$ cat src/rtl/decode_stage.sv
// RV32I(+M) decode pipeline stage: registered output, one-entry skid buffer, flush,
// strict legality checking and a saturating illegal-instruction counter.
package decode_pkg;
  typedef enum logic [3:0] {
    ALU_ADD  = 4'd0,
    ALU_SUB  = 4'd1,
    ALU_SLL  = 4'd2,
    ALU_SLT  = 4'd3,
    ALU_SLTU = 4'd4,
    ALU_XOR  = 4'd5,
    ALU_SRL  = 4'd6,
    ALU_SRA  = 4'd7,
    ALU_OR   = 4'd8,
    ALU_AND  = 4'd9,
    ALU_COPY = 4'd10
  } alu_op_e;

  typedef enum logic {ALU_SRC_RS1 = 1'b0, ALU_SRC_PC = 1'b1} alu_src_a_e;
  typedef enum logic {ALU_SRC_REG = 1'b0, ALU_SRC_IMM = 1'b1} alu_src_b_e;
  typedef enum logic [1:0] {MEM_NOP = 2'd0, MEM_B = 2'd1, MEM_H = 2'd2, MEM_W = 2'd3} mem_op_e;
  typedef enum logic [1:0] {WB_SRC_ALU = 2'd0, WB_SRC_MEM = 2'd1, WB_SRC_PC4 = 2'd2} wb_src_e;

  // All-zero encoding is the decoder default bundle.
  typedef struct packed {
    alu_op_e    alu_op;
    alu_src_a_e alu_src_a;
    alu_src_b_e alu_src_b;
    logic       reg_write;
    wb_src_e    wb_src;
    logic       mem_read;
    logic       mem_write;
    mem_op_e    mem_op;
    logic       is_unsigned;
    logic       branch;
    logic [2:0] br_op;
    logic       jump;
    logic       jalr;
  } control_t;

  localparam logic [6:0] OP_LUI    = 7'b0110111;
  localparam logic [6:0] OP_AUIPC  = 7'b0010111;
  localparam logic [6:0] OP_JAL    = 7'b1101111;
  localparam logic [6:0] OP_JALR   = 7'b1100111;
  localparam logic [6:0] OP_BRANCH = 7'b1100011;
  localparam logic [6:0] OP_LOAD   = 7'b0000011;
  localparam logic [6:0] OP_STORE  = 7'b0100011;
  localparam logic [6:0] OP_ALUI   = 7'b0010011;
  localparam logic [6:0] OP_ALU    = 7'b0110011;
  localparam logic [6:0] OP_FENCE  = 7'b0001111;
  localparam logic [6:0] OP_SYSTEM = 7'b1110011;
endpackage

module decode_stage
  import decode_pkg::*;
#(
  parameter int unsigned XLEN      = 32,
  parameter bit          ENABLE_M  = 1'b0,
  parameter int unsigned ILL_CNT_W = 16
) (
  input  logic                 clk,
  input  logic                 rst,
  input  logic                 flush,
  input  logic                 in_valid,
  output logic                 in_ready,
  input  logic [31:0]          in_instr,
  input  logic [XLEN-1:0]      in_pc,
  output logic                 out_valid,
  input  logic                 out_ready,
  output logic [XLEN-1:0]      out_pc,
  output logic [4:0]           out_rs1,
  output logic [4:0]           out_rs2,
  output logic [4:0]           out_rd,
  output logic [XLEN-1:0]      out_imm,
  output control_t             out_ctrl,
  output logic                 out_is_muldiv,
  output logic [2:0]           out_muldiv_op,
  output logic                 out_ecall,
  output logic                 out_ebreak,
  output logic                 out_illegal,
  output logic [ILL_CNT_W-1:0] ill_count
);

  typedef struct packed {
    logic [XLEN-1:0] pc;
    logic [4:0]      rs1;
    logic [4:0]      rs2;
    logic [4:0]      rd;
    logic [XLEN-1:0] imm;
    control_t        ctrl;
    logic            is_muldiv;
    logic [2:0]      muldiv_op;
    logic            ecall;
    logic            ebreak;
    logic            illegal;
  } pkt_t;

  function automatic alu_op_e f_alu(input logic [2:0] f3, input logic alt);
    case (f3)
      3'b000:  f_alu = alt ? ALU_SUB : ALU_ADD;
      3'b001:  f_alu = ALU_SLL;
      3'b010:  f_alu = ALU_SLT;
      3'b011:  f_alu = ALU_SLTU;
      3'b100:  f_alu = ALU_XOR;
      3'b101:  f_alu = alt ? ALU_SRA : ALU_SRL;
      3'b110:  f_alu = ALU_OR;
      default: f_alu = ALU_AND;
    endcase
  endfunction

  function automatic mem_op_e f_mem(input logic [1:0] sz);
    case (sz)
      2'b00:   f_mem = MEM_B;
      2'b01:   f_mem = MEM_H;
      2'b10:   f_mem = MEM_W;
      default: f_mem = MEM_NOP;
    endcase
  endfunction

  logic [6:0]  w_opcode;
  logic [2:0]  w_f3;
  logic [6:0]  w_f7;
  logic [31:0] w_imm_i, w_imm_s, w_imm_b, w_imm_u, w_imm_j;
  logic [31:0] w_imm;
  control_t    w_ctrl;
  logic        w_legal, w_muldiv, w_ecall, w_ebreak;
  pkt_t        w_pkt;

  assign w_opcode = in_instr[6:0];
  assign w_f3     = in_instr[14:12];
  assign w_f7     = in_instr[31:25];
  assign w_imm_i  = {{20{in_instr[31]}}, in_instr[31:20]};
  assign w_imm_s  = {{20{in_instr[31]}}, in_instr[31:25], in_instr[11:7]};
  assign w_imm_b  = {{19{in_instr[31]}}, in_instr[31], in_instr[7], in_instr[30:25],
                     in_instr[11:8], 1'b0};
  assign w_imm_u  = {in_instr[31:12], 12'b0};
  assign w_imm_j  = {{11{in_instr[31]}}, in_instr[31], in_instr[19:12], in_instr[20],
                     in_instr[30:21], 1'b0};

  always_comb begin
    w_ctrl   = '0;
    w_imm    = '0;
    w_legal  = 1'b0;
    w_muldiv = 1'b0;
    w_ecall  = 1'b0;
    w_ebreak = 1'b0;
    case (w_opcode)
      OP_LUI: begin
        w_legal          = 1'b1;
        w_ctrl.alu_op    = ALU_COPY;
        w_ctrl.alu_src_b = ALU_SRC_IMM;
        w_ctrl.reg_write = 1'b1;
        w_imm            = w_imm_u;
      end
      OP_AUIPC: begin
        w_legal          = 1'b1;
        w_ctrl.alu_src_a = ALU_SRC_PC;
        w_ctrl.alu_src_b = ALU_SRC_IMM;
        w_ctrl.reg_write = 1'b1;
        w_imm            = w_imm_u;
      end
      OP_JAL: begin
        w_legal          = 1'b1;
        w_ctrl.jump      = 1'b1;
        w_ctrl.wb_src    = WB_SRC_PC4;
        w_ctrl.reg_write = 1'b1;
        w_ctrl.alu_src_a = ALU_SRC_PC;
        w_ctrl.alu_src_b = ALU_SRC_IMM;
        w_imm            = w_imm_j;
      end
      OP_JALR: begin
        w_legal          = (w_f3 == 3'b000);
        w_ctrl.jalr      = 1'b1;
        w_ctrl.wb_src    = WB_SRC_PC4;
        w_ctrl.reg_write = 1'b1;
        w_ctrl.alu_src_b = ALU_SRC_IMM;
        w_imm            = w_imm_i;
      end
      OP_BRANCH: begin
        w_legal       = (w_f3[2:1] != 2'b01);
        w_ctrl.branch = 1'b1;
        w_ctrl.br_op  = w_f3;
        w_ctrl.alu_op = !w_f3[2] ? ALU_SUB : (w_f3[1] ? ALU_SLTU : ALU_SLT);
        w_imm         = w_imm_b;
      end
      OP_LOAD: begin
        w_legal            = (w_f3 == 3'b000) || (w_f3 == 3'b001) || (w_f3 == 3'b010) ||
                             (w_f3 == 3'b100) || (w_f3 == 3'b101);
        w_ctrl.mem_read    = 1'b1;
        w_ctrl.reg_write   = 1'b1;
        w_ctrl.wb_src      = WB_SRC_MEM;
        w_ctrl.alu_src_b   = ALU_SRC_IMM;
        w_ctrl.mem_op      = f_mem(w_f3[1:0]);
        w_ctrl.is_unsigned = w_f3[2];
        w_imm              = w_imm_i;
      end
      OP_STORE: begin
        w_legal          = !w_f3[2] && (w_f3[1:0] != 2'b11);
        w_ctrl.mem_write = 1'b1;
        w_ctrl.alu_src_b = ALU_SRC_IMM;
        w_ctrl.mem_op    = f_mem(w_f3[1:0]);
        w_imm            = w_imm_s;
      end
      OP_ALUI: begin
        // Only shifts carry funct7; instr[30] is an immediate bit otherwise.
        if (w_f3 == 3'b001)      w_legal = (w_f7 == 7'b0000000);
        else if (w_f3 == 3'b101) w_legal = (w_f7 == 7'b0000000) || (w_f7 == 7'b0100000);
        else                     w_legal = 1'b1;
        w_ctrl.alu_op    = f_alu(w_f3, (w_f3 == 3'b101) && in_instr[30]);
        w_ctrl.alu_src_b = ALU_SRC_IMM;
        w_ctrl.reg_write = 1'b1;
        w_imm            = w_imm_i;
      end
      OP_ALU: begin
        w_ctrl.reg_write = 1'b1;
        if (w_f7 == 7'b0000001) begin
          w_legal  = ENABLE_M;
          w_muldiv = 1'b1;
        end else begin
          w_legal = (w_f7 == 7'b0000000) ||
                    ((w_f7 == 7'b0100000) && ((w_f3 == 3'b000) || (w_f3 == 3'b101)));
          w_ctrl.alu_op = f_alu(w_f3, in_instr[30]);
        end
      end
      OP_FENCE: w_legal = 1'b1;
      OP_SYSTEM: begin
        w_ecall  = (in_instr == 32'h0000_0073);
        w_ebreak = (in_instr == 32'h0010_0073);
        w_legal  = w_ecall || w_ebreak;
        w_imm    = w_imm_i;
      end
      default: w_legal = 1'b0;
    endcase
    if (in_instr[1:0] != 2'b11) w_legal = 1'b0;
    if (!w_legal) begin
      w_ctrl.reg_write = 1'b0;
      w_ctrl.mem_read  = 1'b0;
      w_ctrl.mem_write = 1'b0;
      w_ctrl.branch    = 1'b0;
      w_ctrl.jump      = 1'b0;
      w_ctrl.jalr      = 1'b0;
      w_muldiv         = 1'b0;
      w_ecall          = 1'b0;
      w_ebreak         = 1'b0;
    end
    if (in_instr[11:7] == 5'd0) w_ctrl.reg_write = 1'b0;
  end

  always_comb begin
    w_pkt           = '0;
    w_pkt.pc        = in_pc;
    w_pkt.rs1       = in_instr[19:15];
    w_pkt.rs2       = in_instr[24:20];
    w_pkt.rd        = in_instr[11:7];
    w_pkt.imm       = w_imm;
    w_pkt.ctrl      = w_ctrl;
    w_pkt.is_muldiv = w_muldiv;
    w_pkt.muldiv_op = w_muldiv ? w_f3 : 3'b000;
    w_pkt.ecall     = w_ecall;
    w_pkt.ebreak    = w_ebreak;
    w_pkt.illegal   = !w_legal;
  end

  logic                 r_out_valid, r_skid_full;
  pkt_t                 r_out, r_skid;
  logic [ILL_CNT_W-1:0] r_ill_count;
  logic                 w_accept, w_pop;

  assign w_accept = in_valid && !r_skid_full;
  assign w_pop    = r_out_valid && out_ready;

  always_ff @(posedge clk or posedge rst) begin
    if (rst) begin
      r_out_valid <= 1'b0;
      r_skid_full <= 1'b0;
      r_out       <= '0;
      r_skid      <= '0;
    end else if (flush) begin
      r_out_valid <= 1'b0;
      r_skid_full <= 1'b0;
    end else if (r_skid_full) begin
      if (out_ready) begin
        r_out       <= r_skid;
        r_skid_full <= 1'b0;
      end
    end else if (w_accept) begin
      if (!r_out_valid || out_ready) begin
        r_out       <= w_pkt;
        r_out_valid <= 1'b1;
      end else begin
        r_skid      <= w_pkt;
        r_skid_full <= 1'b1;
      end
    end else if (out_ready) begin
      r_out_valid <= 1'b0;
    end
  end

  // Counts consumption, so it still ticks in a flush cycle.
  always_ff @(posedge clk or posedge rst) begin
    if (rst) begin
      r_ill_count <= '0;
    end else if (w_pop && r_out.illegal && (r_ill_count != {ILL_CNT_W{1'b1}})) begin
      r_ill_count <= r_ill_count + 1'b1;
    end
  end

  assign in_ready      = !r_skid_full;
  assign out_valid     = r_out_valid;
  assign out_pc        = r_out.pc;
  assign out_rs1       = r_out.rs1;
  assign out_rs2       = r_out.rs2;
  assign out_rd        = r_out.rd;
  assign out_imm       = r_out.imm;
  assign out_ctrl      = r_out.ctrl;
  assign out_is_muldiv = r_out.is_muldiv;
  assign out_muldiv_op = r_out.muldiv_op;
  assign out_ecall     = r_out.ecall;
  assign out_ebreak    = r_out.ebreak;
  assign out_illegal   = r_out.illegal;
  assign ill_count     = r_ill_count;

endmodule

$ cat config.mk
export PLATFORM = sky130hd
export DESIGN_NAME = decode_stage
export DESIGN_NICKNAME = d
export VERILOG_FILES = /design/src/rtl/decode_stage.sv
export SDC_FILE = /design/constraint.sdc
export NUM_CORES = 1
export LEC_CHECK = 0
export ABC_AREA = 1
export CAP_MARGIN = 20
export CORE_ASPECT_RATIO = 0.5
export CORE_UTILIZATION = 48
export DETAILED_ROUTE_END_ITERATION = 12
export PLACE_DENSITY = 0.77
export SLEW_MARGIN = 25
export SYNTH_ARGS = -nofsm -noshare
export SYNTH_HDL_FRONTEND = slang
export SYNTH_SLANG_ARGS = --single-unit
$ cat constraint.sdc
create_clock -name clk -period 7.1 [get_ports clk]
set_input_delay 1.42 -clock clk [delete_from_list [all_inputs] [get_ports clk]]
set_output_delay 1.42 -clock clk [all_outputs]
set_load 0.02 [all_outputs]
==> results.ini <==
[worst_setup_path]
startpoint = r_skid_full$_DFF_PP0_
critical_path.endpoint_type = primary output
cp_max_fo = 52
cp.arrival_ns = 2.83
rr_endpoint = out_ctrl[16]$_DFFE_PP0P_
rr_worst_depth = 7
crit_required_ns = 5.68
reg2reg_from = r_skid_full$_DFF_PP0_
startpoint_type = flop
path_class = flop to primary output
reg2reg_slack_ns = 3.68

[global_routing]
grt_max_degree = 165
grt_pass1_wl_um = 46250
gr-total-overflow = 0
grt_pass1_vias = 9248
antenna_found_initial = 0
grtUsageTotal = 0.2557

[clock_network]
post_cts_resized = 0
cts_buffer_depth = 3
clkLatencyLatePin_ns = 0.51
htree_num_levels = 1
cts_root_buf = clkbuf_16
cts_buffers = 22
cts_tree = yes
post_cts_buffers = 0
cts.clk_slew.worst_paths_ns = 0.06
cts_num_sinks = 230
postCtsHoldBufs = 0

[drt]
via_per_inst = 5.325
drtAntennaViolNets = 0
routedWlPerCell_um = 16.02
wirelength_um = 28590
drc = 0
vias = 9505
drtIter0Drc = 817
drtPass1Iterations = 5

[floorplanning]
die_h_um = 107.1
ioPinCount = 193
die_area_um2 = 22710
core_area_um2 = 21060
rows = 37
die_w_um = 212.1
initial_core_util = 0.5030

[sta]
fmax_ghz = 0.2353
worst_pin_slew_ns = 0.9735
rsz0062_at_grt = no
skew_ns = 0.01761
fin_setup_tns_ns = 0
slew_headroom = 0.3510
drv_slew = 0
setup_viol_count_final = 0
fin_crit_ns = 4.250
hold_violations = 0
period_share = 0.5987

[finish]
final_cells = 1785
antenna_cells = 0
multiInputGateArea_um2 = 4269
drive_gt1_frac = 0.04421
design_area_um2 = 13400
fillers = 1733
area_growth_pct = 26.48
regArea_um2 = 5759
finalNetCount = 1553

[logic_synthesis]
synth_seq_area_share = 0.5432
syn_area_um2 = 10600
synth_cell_types = 35
synthCells = 1328
synth_nets = 1402
syn_avg_cell_area_um2 = 7.978
synth_seq_cells = 230
synth.most_common_cell = nand2_1
synth.top_cell.area_share = 0.5432
synth_ff_type = dfrtp_1
synth_async_sr_flop_share = 1.000
ys_top_cells_by_area = dfrtp_1 (54%), nand2_1 (17%), nor2_1 (6.4%)
yosysWarnings = 0
synth_largest_area_cell = dfrtp_1
synth_common_cells = nand2_1 (487), dfrtp_1 (230), nor2_1 (180)
synth_edf_count = 0

[hold_path]
min_from = r_skid[89]$_DFFE_PP0P_
hold_path_class = flop to flop
hold_depth = 2
min_to = r_skid[89]$_DFFE_PP0P_

[power]
power_density_nw_per_um2 = 272.3
p_leak_nw = 6.438
ir_worst_vdd_v = 0.0001297

[outcome]
outcome = completed

[place]
routabilityCongestion = 0.8640
dp_cells = 1746
port_buffers = 192
dpl_cell_area_um2 = 12630
dp_hpwl_um = 18750

[flow_run]
cap_violations = 0

## cell families (layout without fill, tap and decap cells)
| family | after synthesis | after routing | share of synthesized area |
|---|---|---|---|
| and+or+nand+nor | 731 | 731 | 0.2716 |
| DFF | 230 | 230 | 0.5432 |
| AOI/OAI and AO/OA | 210 | 210 | 0.1136 |
| buffers and inverters | 138 | 303 | 0.05409 |
| xor gates and xnor gates | 14 | 14 | 0.01157 |
| adders and majority gates | 5 | 5 | 0.005905 |
## cells in the final DEF (no fill, tap or decap), types with 2 or more instances in the layout
cell type	count
nand2_1	486
dfrtp_1	229
clkdlybuf4s50_1	192
nor2_1	180
a31oi_1	68
inv_1	60
a21oi_1	59
o21ai_0	57
nand3_1	35
clkbuf_16	23
xor2_1	9
nor2_2	7
nor3_1	7
nand2_2	6
o21ai_1	6
nand4_1	5
xnor2_1	5
ha_1	5
clkbuf_1	5
clkbuf_8	5
buf_4	5
o31ai_1	4
o21a_1	4
a22oi_1	4
clkinv_2	3
o211ai_1	3
inv_6	2
inv_2	2
nor2_4	2
bufinv_16	2
buf_12	2
## flip-flops by register name, summed over array words and instances (netlist names)
name / count
r_skid: 106
out_imm: 32
out_pc: 32
out_ctrl: 20
ill_count: 16
out_rd: 5
out_rs1: 5
out_rs2: 5
out_muldiv_op: 3
out_ebreak: 1
out_ecall: 1
out_illegal: 1
out_is_muldiv: 1
out_valid: 1
r_skid_full: 1
## worst max-delay path by stage
stage                               end  slack (ns)  cells past startpoint
2_1_floorplan  ill_count[0]$_DFFE_PP0P_        2.67                      1
3_3_place_gp    out_ctrl[1]$_DFFE_PP0P_        2.71                      7
3_5_place_dp   out_ctrl[16]$_DFFE_PP0P_        2.85                      7
4_1_cts                        in_ready        2.73                      3
5_1_grt                        in_ready        2.73                      4
6_report                       in_ready        2.85                      4
## cell type report
cell class | count | area share
clock inverter | 5 | 0.005882
inverter | 65 | 0.01895
clock buffer | 33 | 0.04949
multi-input combinational | 960 | 0.3186
tap | 292 | 0.02726
timing repair buffer | 200 | 0.1500
sequential | 230 | 0.4298
## where the power goes
group	switching [W]	internal [W]
Combinational	0.000417	0.000336
Sequential	0.000139	0.00154
Clock	0.000499	0.000718
Total	0.00106	0.00259
## routing by layer
metal,routed length (um),GRT usage,vias up
met2,13730,0.4265,296
met1,12580,0.3533,4595
met5,0,0,-
met3,1688,0.03456,53
met4,586,0.06573,0
li1,-,-,4561
## worst max-delay path: stages (launching register included)
cell             delay [ns]
dfrtp_4                0.70
buf_12                 0.28
clkinv_2               0.10
buf_4                  0.47
clkdlybuf4s50_1        0.72
## through the flow
step,worst slack (ns),hold slack (ns),util,power (W)
after floorplan,2.672,0.4417,-,0.002094
after global placement,2.707,0.4526,0.5997,0.002422
after detailed placement,2.847,0.4586,0.5998,0.002455
after CTS,2.727,0.4743,0.6350,0.003668
after global routing,2.731,0.4890,0.6362,0.003816
final,2.850,0.4687,0.6362,0.003648
(Power assumes the default switching activity.)
